--- src/rtl/bcd_share_arb.sv ---
// bcd_share_arb: round-robin arbiter that shares one binary-to-ASCII
// converter between N_REQ requesters. Each job is granted, checked for
// range (operands above 9999 are rejected without touching the converter),
// run on the converter and answered with a one-cycle ack pulse.
//
// Optional feature: define BCD_ARB_TIMEOUT_EN to add a per-job watchdog
// that aborts a conversion after TIMEOUT_CYC cycles in WAIT and answers
// with err_o = 1 and ascii_o = "????".
module bcd_share_arb #(
    parameter int unsigned N_REQ       = 4,
    parameter int unsigned BIN_W       = 14,
    parameter int unsigned TIMEOUT_CYC = 64
) (
    input  logic                    clk,
    input  logic                    rst,
    input  logic [N_REQ-1:0]        req_i,
    input  logic [N_REQ*BIN_W-1:0]  bin_i,
    output logic [N_REQ-1:0]        ack_o,
    output logic                    err_o,
    output logic [31:0]             ascii_o,
    output logic                    conv_go,
    output logic [BIN_W-1:0]        conv_bin,
    input  logic                    conv_ready,
    input  logic [31:0]             conv_ascii
);

    localparam int unsigned      IDX_W     = (N_REQ > 1) ? $clog2(N_REQ) : 1;
    localparam logic [IDX_W-1:0] PTR_RST   = IDX_W'(N_REQ - 1);
    localparam logic [31:0]      ASCII_REJ = 32'h2D2D2D2D;
    localparam logic [31:0]      MAX_BCD   = 32'd9999;

    typedef enum logic [2:0] {
        IDLE,
        GRANT,
        WAIT,
        DROP,
        RESP
    } state_t;

    state_t            state;
    logic [IDX_W-1:0]  rr_ptr;
    logic [IDX_W-1:0]  win_idx;
    logic [IDX_W-1:0]  pick_idx;
    logic [IDX_W-1:0]  cand;
    logic              pick_vld;
    logic [N_REQ-1:0]  req_elig;
    logic              armed;
    logic              cap_err;
    logic [31:0]       cap_ascii;
    logic [BIN_W-1:0]  win_bin;
    logic              win_bad;

`ifdef BCD_ARB_TIMEOUT_EN
    localparam int unsigned  WD_W      = $clog2(TIMEOUT_CYC + 1);
    localparam logic [31:0]  ASCII_TMO = 32'h3F3F3F3F;
    logic [WD_W-1:0]         wdog;
    logic                    wd_hit;

    // Watchdog fires on the last permitted WAIT cycle
    assign wd_hit = (wdog == WD_W'(TIMEOUT_CYC - 1));
`endif

    // A requester whose ack is pulsing this cycle is still holding req high;
    // it must not be granted a second time.
    assign req_elig = req_i & ~ack_o;

    // Operand of the latched winner and its range check
    assign win_bin = bin_i[32'(win_idx) * BIN_W +: BIN_W];
    assign win_bad = (32'(win_bin) > MAX_BCD);

    // Round-robin search starting one past the last served requester
    always_comb begin
        pick_vld = 1'b0;
        pick_idx = '0;
        cand     = '0;
        for (int unsigned i = 1; i <= N_REQ; i++) begin
            cand = IDX_W'((32'(rr_ptr) + i) % N_REQ);
            if (!pick_vld && req_elig[cand]) begin
                pick_vld = 1'b1;
                pick_idx = cand;
            end
        end
    end

    // Job sequencer: grant, convert, drop the converter enable, respond
    always_ff @(posedge clk or negedge rst) begin
        if (!rst) begin
            state     <= IDLE;
            rr_ptr    <= PTR_RST;
            win_idx   <= '0;
            ack_o     <= '0;
            err_o     <= 1'b0;
            ascii_o   <= '0;
            conv_go   <= 1'b0;
            conv_bin  <= '0;
            armed     <= 1'b0;
            cap_err   <= 1'b0;
            cap_ascii <= '0;
`ifdef BCD_ARB_TIMEOUT_EN
            wdog      <= '0;
`endif
        end else begin
            ack_o   <= '0;
            err_o   <= 1'b0;
            ascii_o <= '0;
            case (state)
                IDLE: begin
                    if (pick_vld) begin
                        win_idx <= pick_idx;
                        state   <= GRANT;
                    end
                end
                GRANT: begin
                    if (win_bad) begin
                        cap_err   <= 1'b1;
                        cap_ascii <= ASCII_REJ;
                        state     <= RESP;
                    end else begin
                        cap_err   <= 1'b0;
                        cap_ascii <= '0;
                        conv_bin  <= win_bin;
                        conv_go   <= 1'b1;
                        armed     <= 1'b0;
`ifdef BCD_ARB_TIMEOUT_EN
                        wdog      <= '0;
`endif
                        state     <= WAIT;
                    end
                end
                WAIT: begin
                    // conv_ready is only trusted after it has been seen low,
                    // so a flag left over from the previous job is ignored.
`ifdef BCD_ARB_TIMEOUT_EN
                    wdog <= wdog + 1'b1;
                    if (wd_hit) begin
                        cap_err   <= 1'b1;
                        cap_ascii <= ASCII_TMO;
                        conv_go   <= 1'b0;
                        state     <= DROP;
                    end else
`endif
                    if (!conv_ready) begin
                        armed <= 1'b1;
                    end else if (armed) begin
                        cap_ascii <= conv_ascii;
                        conv_go   <= 1'b0;
                        state     <= DROP;
                    end
                end
                DROP: begin
                    state <= RESP;
                end
                RESP: begin
                    ack_o[win_idx] <= 1'b1;
                    err_o          <= cap_err;
                    ascii_o        <= cap_ascii;
                    rr_ptr         <= win_idx;
                    armed          <= 1'b0;
                    state          <= IDLE;
                end
                default: begin
                    conv_go <= 1'b0;
                    state   <= IDLE;
                end
            endcase
        end
    end

endmodule

--- config.mk ---
export PLATFORM = sky130hd
export DESIGN_NAME = bcd_share_arb
export DESIGN_NICKNAME = d
export VERILOG_FILES = /design/src/rtl/bcd_share_arb.sv
export SDC_FILE = /design/constraint.sdc
export NUM_CORES = 1
export LEC_CHECK = 0
export ABC_AREA = 1
export ABC_CLOCK_PERIOD_IN_PS = 2800
export CORE_UTILIZATION = 41
export CTS_BUF_LIST = sky130_fd_sc_hd__clkbuf_16
export DETAILED_ROUTE_END_ITERATION = 12
export PLACE_DENSITY = 0.69
export SLEW_MARGIN = 20
export SYNTH_ARGS = -nofsm -noshare
export SYNTH_HDL_FRONTEND = slang
export SYNTH_SLANG_ARGS = --single-unit
--- constraint.sdc ---
create_clock -name clk -period 2.8 [get_ports clk]
set_input_delay 0.42 -clock clk [delete_from_list [all_inputs] [get_ports clk]]
set_output_delay 0.42 -clock clk [all_outputs]
set_load 0.01 [all_outputs]
# After elaboration in Yosys (flattened, before gate mapping)
# Index checks and enable logic that the tools add are counted.
# totals
ff_bits	93
latch_bits	0
mem_bits_rw	0
mem_bits_ro	0
in_bits	95
mem_count	0
# op_classes
addsub	4
n_mul	1
div_mod_pow	0
order_cmp	7
n_eq_ne	9
shifts	1
muxes	38
bitwise	4
reduce_logical	17
# op_table
cell	n
32-bit two-way mux	3
32-bit one-hot mux with 2 select lines	1
56-bit by 7-bit indexed part select with 14-bit output	1
30-bit two-way mux	1
1-bit two-way mux	16
2-bit by 3-bit < comparator with 1-bit output (second input constant)	5
14-bit > comparator (second input constant)	1
3-bit two-way mux	4
3-bit one-hot mux with 4 select lines	1
2-bit inequality test (second input constant)	5
3-bit AND reduction	3
1-bit binary-select mux with 2-bit select	4
2-bit two-way mux	4
3-bit by 2-bit == test with 1-bit output (second input constant)	2
1-bit one-hot mux with 3 select lines	2
2-bit by 3-bit multiplier with 5-bit output (second input constant)	1
2-bit by 1-bit adder with 2-bit output (second input constant)	2
2-bit adder (second input constant)	2
4-bit bitwise AND	1
1-bit logical AND	4
4-bit two-way mux	1
4-bit NOT	1
2-bit AND reduction	2
4-bit AND reduction	1
10 further kinds	13

# Logic depth before layout (Yosys ltp)
# Gate-level depths: netlist of run 1.
# depth
depth_word	16
ltp_mapped	15
depth_no_buf	13

# Least setup slack after synthesis of run 1
# Ideal clock, no wire load.
# synth_path
path_kind	register to register
startpoint	register rr_ptr[0]
endpoint	register win_idx[0]
arrival_ns	1.541
slack_ns	1.141
stages_incl_launch_ff	9
path_buffers	1
synth_period_minus_slack_ns	1.659
cell_sequence	dfstp_2 -> buf_2 -> o21ai_0 -> o21ai_0 -> nand3_1 -> nor2_1 -> nor2_1 -> nand3_1 -> nand2_1
# synth_via
elab_chain_len	14
word_cells_on_any_way	27
cone_classes	add/sub (4); mux (16); reduce/logical (7)
# synth_lines
item	line	text
start, declared	41	logic [IDX_W-1:0] rr_ptr;
start signal, assigned	157	rr_ptr <= win_idx;
2-bit by 1-bit adder with 2-bit output	77	cand = IDX_W'((32'(rr_ptr) + i) % N_REQ);
1-bit binary-select mux with 2-bit select	78	if (!pick_vld && req_elig[cand]) begin
1-bit two-way mux (not written as such)	78	
1-bit two-way mux	78	
1-bit zero test	78	
1-bit logical AND	78	
1-bit two-way mux	78	
1-bit zero test	78	
1-bit logical AND	78	
1-bit two-way mux	78	
1-bit zero test	78	
1-bit logical AND	78	
1-bit two-way mux	78	
2-bit AND reduction (no line)	--	
end signal, assigned	109	win_idx <= pick_idx;
end, declared	42	logic [IDX_W-1:0] win_idx;
# Parallel ways exist; a longest one is shown, timed or not. The select of a mux whose other input is x is not followed.
# A chain may end at the register's enable or synchronous reset.

# Worst setup path after layout of run 1
# layout_path
startpoint	register win_idx[0]
endpoint	register conv_bin[0]
# layout_via
elab_chain_len	5
# layout_lines
item	line	text
2-bit by 3-bit multiplier with 5-bit output *	68	assign win_bin = bin_i[32'(win_idx) * BIN_W +: BIN_W];
56-bit by 7-bit indexed part select with 14-bit output *	68	
14-bit > comparator	69	assign win_bad = (32'(win_bin) > MAX_BCD);
1-bit NOT (no line)	--	
2-bit AND reduction (no line)	--	
end signal, assigned	121	conv_bin <= win_bin;
end, declared	22	output logic [BIN_W-1:0] conv_bin,
# Every way passes the cells marked *; elsewhere a longest branch is shown, timed or not.

==> impl_metrics.py, run 1 <==
metrics = {
    "critical_path": {
        "slowest_stage": "dfrtp_1",
        "critical_path.reg2reg.endpoint": "conv_bin[0]$_DFFE_PN0P_",
        "startpoint_type": "flip-flop",
        "path_delay_family": "simple AND/OR/NAND/NOR gates",
        "timing.critical_path.mode_cell": "nand2_1",
        "worst-path-max-fanout": 27,
        "reg2regPathDepth": 13,
        "crit_start": "win_idx[0]$_DFFE_PN0P_",
        "crit_path_end": "conv_bin[0]$_DFFE_PN0P_",
        "critPathKind": "flip-flop to flip-flop",
        "critical_path.cell_chain": "buf_4 > nand2_1 > nand3_1 > nand2_1 > nand2_1 > clkinv_1 > nand2_1 > nand2_2 > nand2_4 > nand2_4 > nand2_8 > nand2_1 > o21ai_2",
        "worst_endpoint_data_arrival_time_ps": 2400,
        "end_kind": "flip-flop",
        "setup.reg_to_reg.worst_slack_ps": 660,
        "critPathRequiredTime_ps": 3060,
        "worst_stage_delay_on_the_critical_path_ps": 670,
        "r2r-start": "win_idx[0]$_DFFE_PN0P_",
        "critical_path_depth": 13,
        "critPathBufInv": 2,
    },
    "layout": {
        "finish.instance_area_um2": 6240,
        "most_common_cell_after_layout_fill_and_taps_aside": "clkdlybuf4s50_1",
        "layout.cells.non_filler": 787,
        "areaGrowthSynthToFinish_pct": 41.5,
        "nNetsFinal": 742,
        "insertedDiodeCount": 0,
        "layout-drive-gt1-share_pct": 10.3,
        "final_cell_mix": "clkdlybuf4s50_1 (145), nand2_1 (91), dfrtp_1 (91)",
    },
    "floorplan": {
        "floorplan.initialDensity_pct": 42.5,
        "die-width_um": 106,
        "design.die.area_um2": 11200,
        "placement_rows": 37,
        "die_height_um": 106,
        "io_pins": 147,
        "core_um2": 10400,
    },
    "sta": {
        "slew_violations": 0,
        "worst_pin_slew_ps": 517,
        "worst_slew_margin_rel_pct": 65.5,
        "final-hold-violation-count": 0,
        "setup_viol_count_final": 0,
        "holdWs_ps": 8.54,
        "layout_setup_ws_ps": 658,
        "fmax_mhz": 467,
        "fin_crit_sh_pct": 76.5,
        "grt_setup_unrepaired": "false",
        "period_minus_slack_ps": 2140,
        "tns_ps": 0,
        "setup_clock_skew_after_layout_ps": 7.34,
    },
    "synthesis": {
        "synth.yosys.seq_area_share_pct": 52.8,
        "post_synth_cell_types": 36,
        "syn_avg_cell_area_um2": 8.71,
        "netlist.top_cell.by_area": "dfrtp_1",
        "synth-warning-count": 0,
        "netlist_top_cells_area": "dfrtp_1 (52%), nand2_1 (7.7%), nor2_1 (5.7%)",
        "synthesis_stage_register_bit_count": 93,
        "synth-edff-count": 0,
        "synth_cells": 506,
        "syn_nets": 601,
        "dominantRegCellSynth": "dfrtp_1",
        "cell_area_after_synthesis_um2": 4410,
        "async_flop_share_pct": 100,
        "yosysTopAreaCellShare_pct": 51.6,
    },
    "routing": {
        "first_iter_violations": 140,
        "ant_nets": 0,
        "drt_pass1_iterations": 4,
        "detail_route.drc_violations": 0,
        "dr_total_vias": 3766,
        "detail_route.wl_per_cell_um": 13.2,
        "totalWireLength_um": 10400,
        "drt-vias-per-instance": 4.79,
    },
    "placement": {
        "io_buffer_count": 146,
        "place_congestion": 0.806,
        "dpl.hpwl_um": 7390,
        "dpl_worst_slack_ps": 674,
        "dp.cells": 771,
        "placed_cell_area_um2": 5890,
    },
    "cts": {
        "cts.path.max_buffers": 2,
        "path_clk_slew_ps": 70,
        "cts_num_sinks": 93,
        "cts-buffers-inserted": 9,
        "postCtsSetupBuffers": 0,
        "tritoncts": "done",
        "clock_tree.htree_level_count": 3,
        "postCtsResizedCells": 0,
        "cts_hold_buf": 0,
        "clock_root_buffer_master": "clkbuf_16",
        "worstSkewPairLatency_ps": 330,
    },
    "global_routing": {
        "grt_start_max_net_pins": 82,
        "grt_antenna_before_repair": 0,
        "track_usage_pct": 19.3,
        "grt_pass1_wl_um": 17200,
        "first_global_vias": 3760,
        "grt_remaining_overflow": 0,
    },
    "pwr": {
        "ir_worst_vdd_uv": 481,
        "p_leak_nw": 2.91,
        "pwr_density_cell_nw_per_um2": 995,
    },
    "run_status": {
        "outcome": "completed",
    },
    "run": {
        "drv_cap": 0,
    },
    "hold_path": {
        "worst_hold_path_type": "primary input to async pin",
    },
}
==> per-stage QoR <==
step	util, %	power, mW
global placement	56.8	4.85
detailed placement	56.8	4.94
CTS	59.9	6.27
floorplan	-	4.21
global route	60.2	6.71
finish	60.2	6.21
==> registers in the layout (all words and copies together), names as in the netlist <==
register,flops
ack_o,4
win_idx,2
conv_bin,14
conv_go,1
state,3
cap_ascii,32
ascii_o,32
armed,1
rr_ptr,2
cap_err,1
err_o,1
==> synthesized netlist by cell type (2+ instances only) <==
| master | number |
|---|---|
| clkbuf_1 | 9 |
| nor3_1 | 5 |
| buf_6 | 4 |
| nand4_1 | 2 |
| o21ai_2 | 12 |
| buf_4 | 4 |
| buf_12 | 3 |
| nand2_2 | 4 |
| nand3_1 | 48 |
| clkinv_1 | 3 |
| nor2_1 | 67 |
| o21ai_0 | 31 |
| inv_2 | 3 |
| dfstp_2 | 2 |
| buf_2 | 4 |
| o22a_1 | 4 |
| o21ai_1 | 2 |
| nand3_2 | 3 |
| nand2_1 | 91 |
| dfrtp_1 | 91 |
| a21oi_1 | 33 |
| nor2_2 | 3 |
| nand2_4 | 8 |
| inv_1 | 58 |
==> power by group <==
group / internal [mW] / total (mW) / switching, mW
clock network: 0.785 / 1.29 / 0.502
logic: 1.14 / 2.85 / 1.72
registers: 1.79 / 2.07 / 0.274
==> layer usage <==
metal / wire length (um) / track usage [%] / up-vias
met4: 210 / 8.13 / 0
met2: 5280 / 33.1 / 94
met5: 0 / 0 / -
met1: 4500 / 24.5 / 1780
met3: 379 / 2.72 / 16
li1: - / - / 1876
==> cells by family (layout without fill, tap and decap cells) <==
group / Yosys count / after routing / synth area share (%)
AOI/OAI and AO/OA: 84 / 84 / 11.3
buffers and inverters: 91 / 236 / 10.5
and+or+nand+nor: 236 / 236 / 25.0
DFF: 93 / 93 / 52.8
xor gates and xnor gates: 2 / 2 / 0.397
==> layout make-up <==
cell class,count,area (um2)
Clock buffer,9,225
Multi-Input combinational cell,322,1620
Fill cell,940,4130
Clock inverter,6,93.8
Sequential cell,93,2330
Tap cell,136,170
Timing Repair Buffer,155,1550
Inverter,66,258
==> how the worst min path moves through the flow <==
stage	end	slack, ps	depth (start not counted)
6_report	ascii_o[23]$_DFF_PN0_	9	1
5_1_grt	ascii_o[23]$_DFF_PN0_	10	1
4_1_cts	ascii_o[23]$_DFF_PN0_	290	1
3_5_place_dp	conv_bin[1]$_DFFE_PN0P_	470	2
3_3_place_gp	conv_go$_DFFE_PN0P_	460	2
2_1_floorplan	ack_o[0]$_DFF_PN0_	120	0
(Power assumes the default switching activity.)
==> run 2: changes to the inputs <==
ABC_CLOCK_PERIOD_IN_PS = 2240   (was 2800)
clock period = 2.24 ns   (was 2.8 ns; I/O delays follow)
==> impl_metrics.py, run 2 (synthesis gave the netlist of run 1 again) <==
metrics = {
    "floorplan": {
        "io_pins": 147,
        "die-width_um": 106,
        "core_um2": 10400,
        "placement_rows": 37,
        "die_height_um": 106,
        "floorplan.initialDensity_pct": 42.5,
        "design.die.area_um2": 11200,
    },
    "layout": {
        "layout-drive-gt1-share_pct": 10.4,
        "most_common_cell_after_layout_fill_and_taps_aside": "clkdlybuf4s50_1",
        "biggest_regs": "ascii_o: 32 flops, cap_ascii: 32 flops, conv_bin: 14 flops",
        "final_cell_mix": "clkdlybuf4s50_1 (145), nand2_1 (91), dfrtp_1 (91)",
        "finalCoreUtilization_pct": 60.3,
        "areaGrowthSynthToFinish_pct": 41.8,
        "fillerInstances": 933,
        "insertedDiodeCount": 0,
        "nNetsFinal": 744,
        "layout.cells.non_filler": 789,
    },
    "placement": {
        "io_buffer_count": 146,
        "dp.cells": 773,
        "dpl.hpwl_um": 7560,
        "place_congestion": 0.786,
    },
    "cts": {
        "worstSkewPairLatency_ps": 340,
        "postCtsSetupBuffers": 0,
        "cts_num_sinks": 93,
        "path_clk_slew_ps": 70,
        "clock_root_buffer_master": "clkbuf_16",
        "tritoncts": "done",
        "clock_tree.htree_level_count": 3,
        "cts.path.max_buffers": 2,
        "cts-buffers-inserted": 9,
    },
    "global_routing": {
        "grt_start_max_net_pins": 52,
        "grt_util_met2_pct": 34.1,
        "first_global_vias": 3741,
        "grt_use_met1_pct": 24.3,
        "track_usage_pct": 19.8,
        "globalRouteMet3Util_pct": 3.22,
        "grt_antenna_before_repair": 0,
        "grt_pass1_wl_um": 17500,
        "grt_remaining_overflow": 0,
        "busiest_layer": "met2",
    },
    "critical_path": {
        "crit_start": "win_idx[0]$_DFFE_PN0P_",
        "slowest_stage": "dfrtp_1",
        "critPathKind": "flip-flop to flip-flop",
        "r2r-start": "win_idx[0]$_DFFE_PN0P_",
        "timing.critical_path.mode_cell": "nand2_1",
        "worst-path-max-fanout": 32,
        "path_delay_family": "simple AND/OR/NAND/NOR gates",
        "worst_stage_delay_on_the_critical_path_ps": 510,
        "critPathBufInv": 2,
        "startpoint_type": "flip-flop",
        "worst_endpoint_data_arrival_time_ps": 2150,
        "end_kind": "flip-flop",
        "critical_path.cell_chain": "buf_12 > nand2_1 > nand3_1 > nand2_1 > nand2_1 > clkinv_1 > nand2_1 > nand2_2 > nand2_4 > nand2_4 > nand2_8 > nand2_1 > o21ai_2",
        "critPathRequiredTime_ps": 2500,
    },
    "sta": {
        "final-hold-violation-count": 0,
        "holdWs_ps": 477,
        "setup_viol_count_final": 0,
        "fin_crit_sh_pct": 84.4,
        "grt_setup_unrepaired": "false",
        "fmax_mhz": 529,
        "worst_pin_slew_ps": 415,
        "tns_ps": 0,
        "worst_slew_margin_rel_pct": 72.3,
        "period_minus_slack_ps": 1890,
        "setup_clock_skew_after_layout_ps": 8.34,
        "slew_violations": 0,
    },
    "routing": {
        "detail_route.drc_violations": 0,
        "first_iter_violations": 120,
        "drt-vias-per-instance": 4.79,
        "totalWireLength_um": 10600,
        "dr_total_vias": 3776,
        "detail_route.wl_per_cell_um": 13.5,
        "ant_nets": 0,
        "drt_pass1_iterations": 4,
    },
    "hold_path": {
        "worst_hold_path_type": "primary input to async pin",
    },
    "run": {
        "drv_cap": 0,
    },
    "pwr": {
        "ir_worst_vdd_uv": 538,
        "p_leak_nw": 2.91,
        "pwr_density_cell_nw_per_um2": 1240,
    },
    "run_status": {
        "outcome": "completed",
    },
}
run 2: per-layer routing:
metal  up-vias  share of wire, %  routed length [um]
li1       1887                 -                   -
met1      1756                43                4630
met2       111                50                5330
met3        22               3.9                 417
met4         0               2.5                 263
met5         -                 0                   0
run 2: metrics by stage:
| step | total power, mW | worst slack (ps) | instance area [um2] |
|---|---|---|---|
| after global placement | 6.16 | 298 | 5950 |
| after CTS | 7.81 | 344 | 6250 |
| after detailed placement | 6.28 | 247 | 5950 |
| final | 7.75 | 349 | 6250 |
| after global routing | 8.35 | 178 | 6250 |
| after floorplan | 5.27 | 581 | 4410 |
run 2: area by class of cell:
| cell class | instances | area (um2) | area share, % |
|---|---|---|---|
| Sequential cell | 93 | 2330 | 37.3 |
| Tap cell | 136 | 170 | 2.72 |
| Timing Repair Buffer | 157 | 1580 | 25.3 |
| Clock buffer | 9 | 225 | 3.60 |
| Clock inverter | 6 | 71.3 | 1.14 |
| Multi-Input combinational cell | 322 | 1620 | 25.9 |
| Inverter | 66 | 258 | 4.12 |
run 2: worst register-to-register path: stages, from the launching register on:
cell and delay (ps):
dfrtp_1 510, buf_12 230, nand2_1 80, nand3_1 80, nand2_1 90, nand2_1 90
clkinv_1 60, nand2_1 60, nand2_2 60, nand2_4 90, nand2_4 80, nand2_8 220
nand2_1 110, o21ai_2 70
run 2: final timing paths:
kind / slack (ps) / endpoint / cells after the start
worst max register to register: 350 / conv_bin[2]$_DFFE_PN0P_ / 13
min in group clk: 480 / conv_go$_DFFE_PN0P_ / 2
worst min register to register: 480 / conv_go$_DFFE_PN0P_ / 2
worst max-delay path: 350 / conv_bin[2]$_DFFE_PN0P_ / 13
worst min-delay path: 480 / cap_ascii[23]$_DFFE_PN0P_ / 2
max in group asynchronous: 1150 / cap_ascii[0]$_DFFE_PN0P_ / 3
run 2: what timing repair did:
action | CTS | global route
hold endpoints to repair | 28 | 0
setup endpoints to repair | 0 | 0
gates resized for setup | 0 | 0
hold buffers | 1 | 0
run 2: power by group:
part,switching [mW],internal (mW),leakage [nW],total [mW]
Clock,0.639,0.868,0.139,1.51
Combinational,2.19,1.48,1.56,3.68
Sequential,0.320,2.24,1.21,2.56
Total,3.15,4.59,2.91,7.75
==> run 3: changes to the inputs <==
ABC_CLOCK_PERIOD_IN_PS = 1700   (was 2240)
PLACE_DENSITY = 0.72   (was 0.69)
clock period = 1.7 ns   (was 2.24 ns; I/O delays follow)
==> impl_metrics.py, run 3 (synthesis gave the netlist of run 1 again) <==
metrics = {
    "run_status": {
        "outcome": "finished with violations",
        "failing_checks": "negative setup slack",
    },
    "sta": {
        "slew_violations": 0,
        "grt_setup_unrepaired": "true",
        "fin_crit_sh_pct": 108,
        "period_minus_slack_ps": 1830,
        "holdWs_ps": 417,
        "worst_slew_margin_rel_pct": 68.6,
        "setup_clock_skew_after_layout_ps": 4.24,
        "fmax_mhz": 546,
        "final-hold-violation-count": 0,
        "layout_setup_ws_ps": -133,
        "tns_ps": -3000,
        "setup_viol_count_final": 33,
        "worst_pin_slew_ps": 472,
    },
    "floorplan": {
        "placement_rows": 37,
        "io_pins": 147,
        "die-width_um": 106,
        "floorplan.initialDensity_pct": 42.5,
        "die_height_um": 106,
        "design.die.area_um2": 11200,
        "core_um2": 10400,
    },
    "critical_path": {
        "r2r-start": "win_idx[0]$_DFFE_PN0P_",
        "critical_path.reg2reg.endpoint": "cap_ascii[0]$_DFFE_PN0P_",
        "worst-path-max-fanout": 8,
        "setup.reg_to_reg.worst_slack_ps": -130,
        "end_kind": "flip-flop",
        "slowest_stage": "dfrtp_2",
        "worst_stage_delay_on_the_critical_path_ps": 480,
        "critPathKind": "flip-flop to flip-flop",
        "startpoint_type": "flip-flop",
        "worst_endpoint_data_arrival_time_ps": 2090,
        "reg2regPathDepth": 13,
        "timing.critical_path.mode_cell": "nand2_2",
        "critPathBufInv": 4,
        "path_delay_family": "simple AND/OR/NAND/NOR gates",
        "critPathRequiredTime_ps": 1960,
        "critical_path.cell_chain": "buf_12 > inv_8 > nand2_1 > nand3_1 > nand2_2 > nand2_2 > inv_2 > nand2_2 > nand2_2 > nand2_4 > buf_4 > nand3_4 > a21oi_1",
    },
    "layout": {
        "biggest_regs": "ascii_o: 32 flops, cap_ascii: 32 flops, conv_bin: 14 flops",
        "layout-drive-gt1-share_pct": 26.1,
        "areaGrowthSynthToFinish_pct": 60.8,
        "nNetsFinal": 791,
        "final_cell_mix": "clkdlybuf4s50_1 (145), dfrtp_1 (90), nor2_1 (64)",
        "fillerInstances": 833,
        "insertedDiodeCount": 0,
        "finalCoreUtilization_pct": 68.4,
        "finish.instance_area_um2": 7090,
        "most_common_cell_after_layout_fill_and_taps_aside": "clkdlybuf4s50_1",
    },
    "global_routing": {
        "grt_remaining_overflow": 0,
        "track_usage_pct": 21.4,
        "grt_start_max_net_pins": 35,
        "first_global_vias": 4027,
        "grt_pass1_wl_um": 18900,
        "grt_antenna_before_repair": 0,
    },
    "routing": {
        "topRoutingLayerUsed": "met4",
        "drt-vias-per-instance": 4.91,
        "first_iter_violations": 230,
        "detail_route.wl_per_cell_um": 15.2,
        "wl_met3_um": 385,
        "ant_nets": 0,
        "totalWireLength_um": 12700,
        "detail_route.wirelength.met1_um": 5220,
        "route.met2.wl_um": 6820,
        "drt_pass1_iterations": 6,
        "dr_total_vias": 4102,
        "detail_route.drc_violations": 0,
    },
    "placement": {
        "io_buffer_count": 146,
        "placed_cell_area_um2": 6170,
        "place_congestion": 0.802,
        "dpl.hpwl_um": 8160,
    },
    "cts": {
        "tritoncts": "done",
        "clock_root_buffer_master": "clkbuf_16",
        "cts.path.max_buffers": 2,
        "path_clk_slew_ps": 70,
        "clock_tree.htree_level_count": 3,
        "cts-buffers-inserted": 9,
        "worstSkewPairLatency_ps": 330,
        "cts_num_sinks": 93,
    },
    "hold_path": {
        "worst_hold_path_type": "primary input to async pin",
    },
    "pwr": {
        "power.total_mw": 12.7,
        "pwr-share-comb_pct": 57.3,
        "pwr_density_cell_nw_per_um2": 1790,
        "power.sequential.fraction_pct": 27.0,
        "power.clock.fraction_pct": 15.8,
        "ir_worst_vdd_uv": 998,
        "p_int_mw": 7.31,
        "switching_share_pct": 42.4,
        "p_leak_nw": 3.27,
        "netSwitchingPower_mw": 5.37,
    },
    "run": {
        "drv_cap": 0,
    },
}
run 3: layout make-up:
| type | count | area, um2 | area share, % |
|---|---|---|---|
| multi-input cells | 326 | 2000 | 28.3 |
| inverters | 66 | 277 | 3.90 |
| repair inverters | 2 | 22.5 | 0.318 |
| flip-flops and latches | 93 | 2330 | 32.9 |
| clock inverters | 6 | 68.8 | 0.971 |
| well taps | 136 | 170 | 2.40 |
| repair buffers | 198 | 1990 | 28.1 |
| clock buffers | 9 | 225 | 3.18 |
run 3: through the flow:
step / setup WS [ps] / instances
after global routing: -215 / 836
after detailed placement: -158 / 801
after global placement: -103 / 801
after CTS: -59.2 / 820
after floorplan: 41.1 / 506
final: -133 / 836
run 3: how the worst max path moves through the flow:
stage | cells after the start | endpoint | start | slack [ps]
2_1_floorplan | 8 | win_idx[0]$_DFFE_PN0P_ | rr_ptr[0]$_DFFE_PN1N_ | 40
5_1_grt | 14 | conv_bin[12]$_DFFE_PN0P_ | win_idx[0]$_DFFE_PN0P_ | -210
3_5_place_dp | 8 | state[0]$_DFFE_PN0P_ | req_i[3] | -160
3_3_place_gp | 13 | conv_bin[1]$_DFFE_PN0P_ | bin_i[50] | -100
6_report | 13 | cap_ascii[0]$_DFFE_PN0P_ | win_idx[0]$_DFFE_PN0P_ | -130
4_1_cts | 14 | conv_bin[9]$_DFFE_PN0P_ | win_idx[0]$_DFFE_PN0P_ | -60
run 3: metal layers:
layer	GRT usage, %	vias to the layer above
met2	36.6	114
met1	27.6	1979
li1	-	1986
met5	0	-
met4	8.33	0
met3	2.54	23
run 3: power groups by stage:
| stage | logic, mW | clock network [mW] | registers, mW |
|---|---|---|---|
| floorplan | 3.53 | 0 | 3.41 |
| global placement | 5.27 | 0 | 3.35 |
| detailed placement | 5.43 | 0 | 3.37 |
| CTS | 5.73 | 2.04 | 3.35 |
| global route | 7.87 | 2.13 | 3.49 |
| finish | 7.26 | 2.00 | 3.42 |
run 3: what timing repair did:
action                                 in CTS  in global routing
pin swaps                                   6                 30
resized for setup                          17                 87
endpoints found under the hold margin      28                  0
hold buffers                                1                  0
setup endpoints to repair                  36                 54
gates cloned                                1                  7
buffers inserted                            2                  9
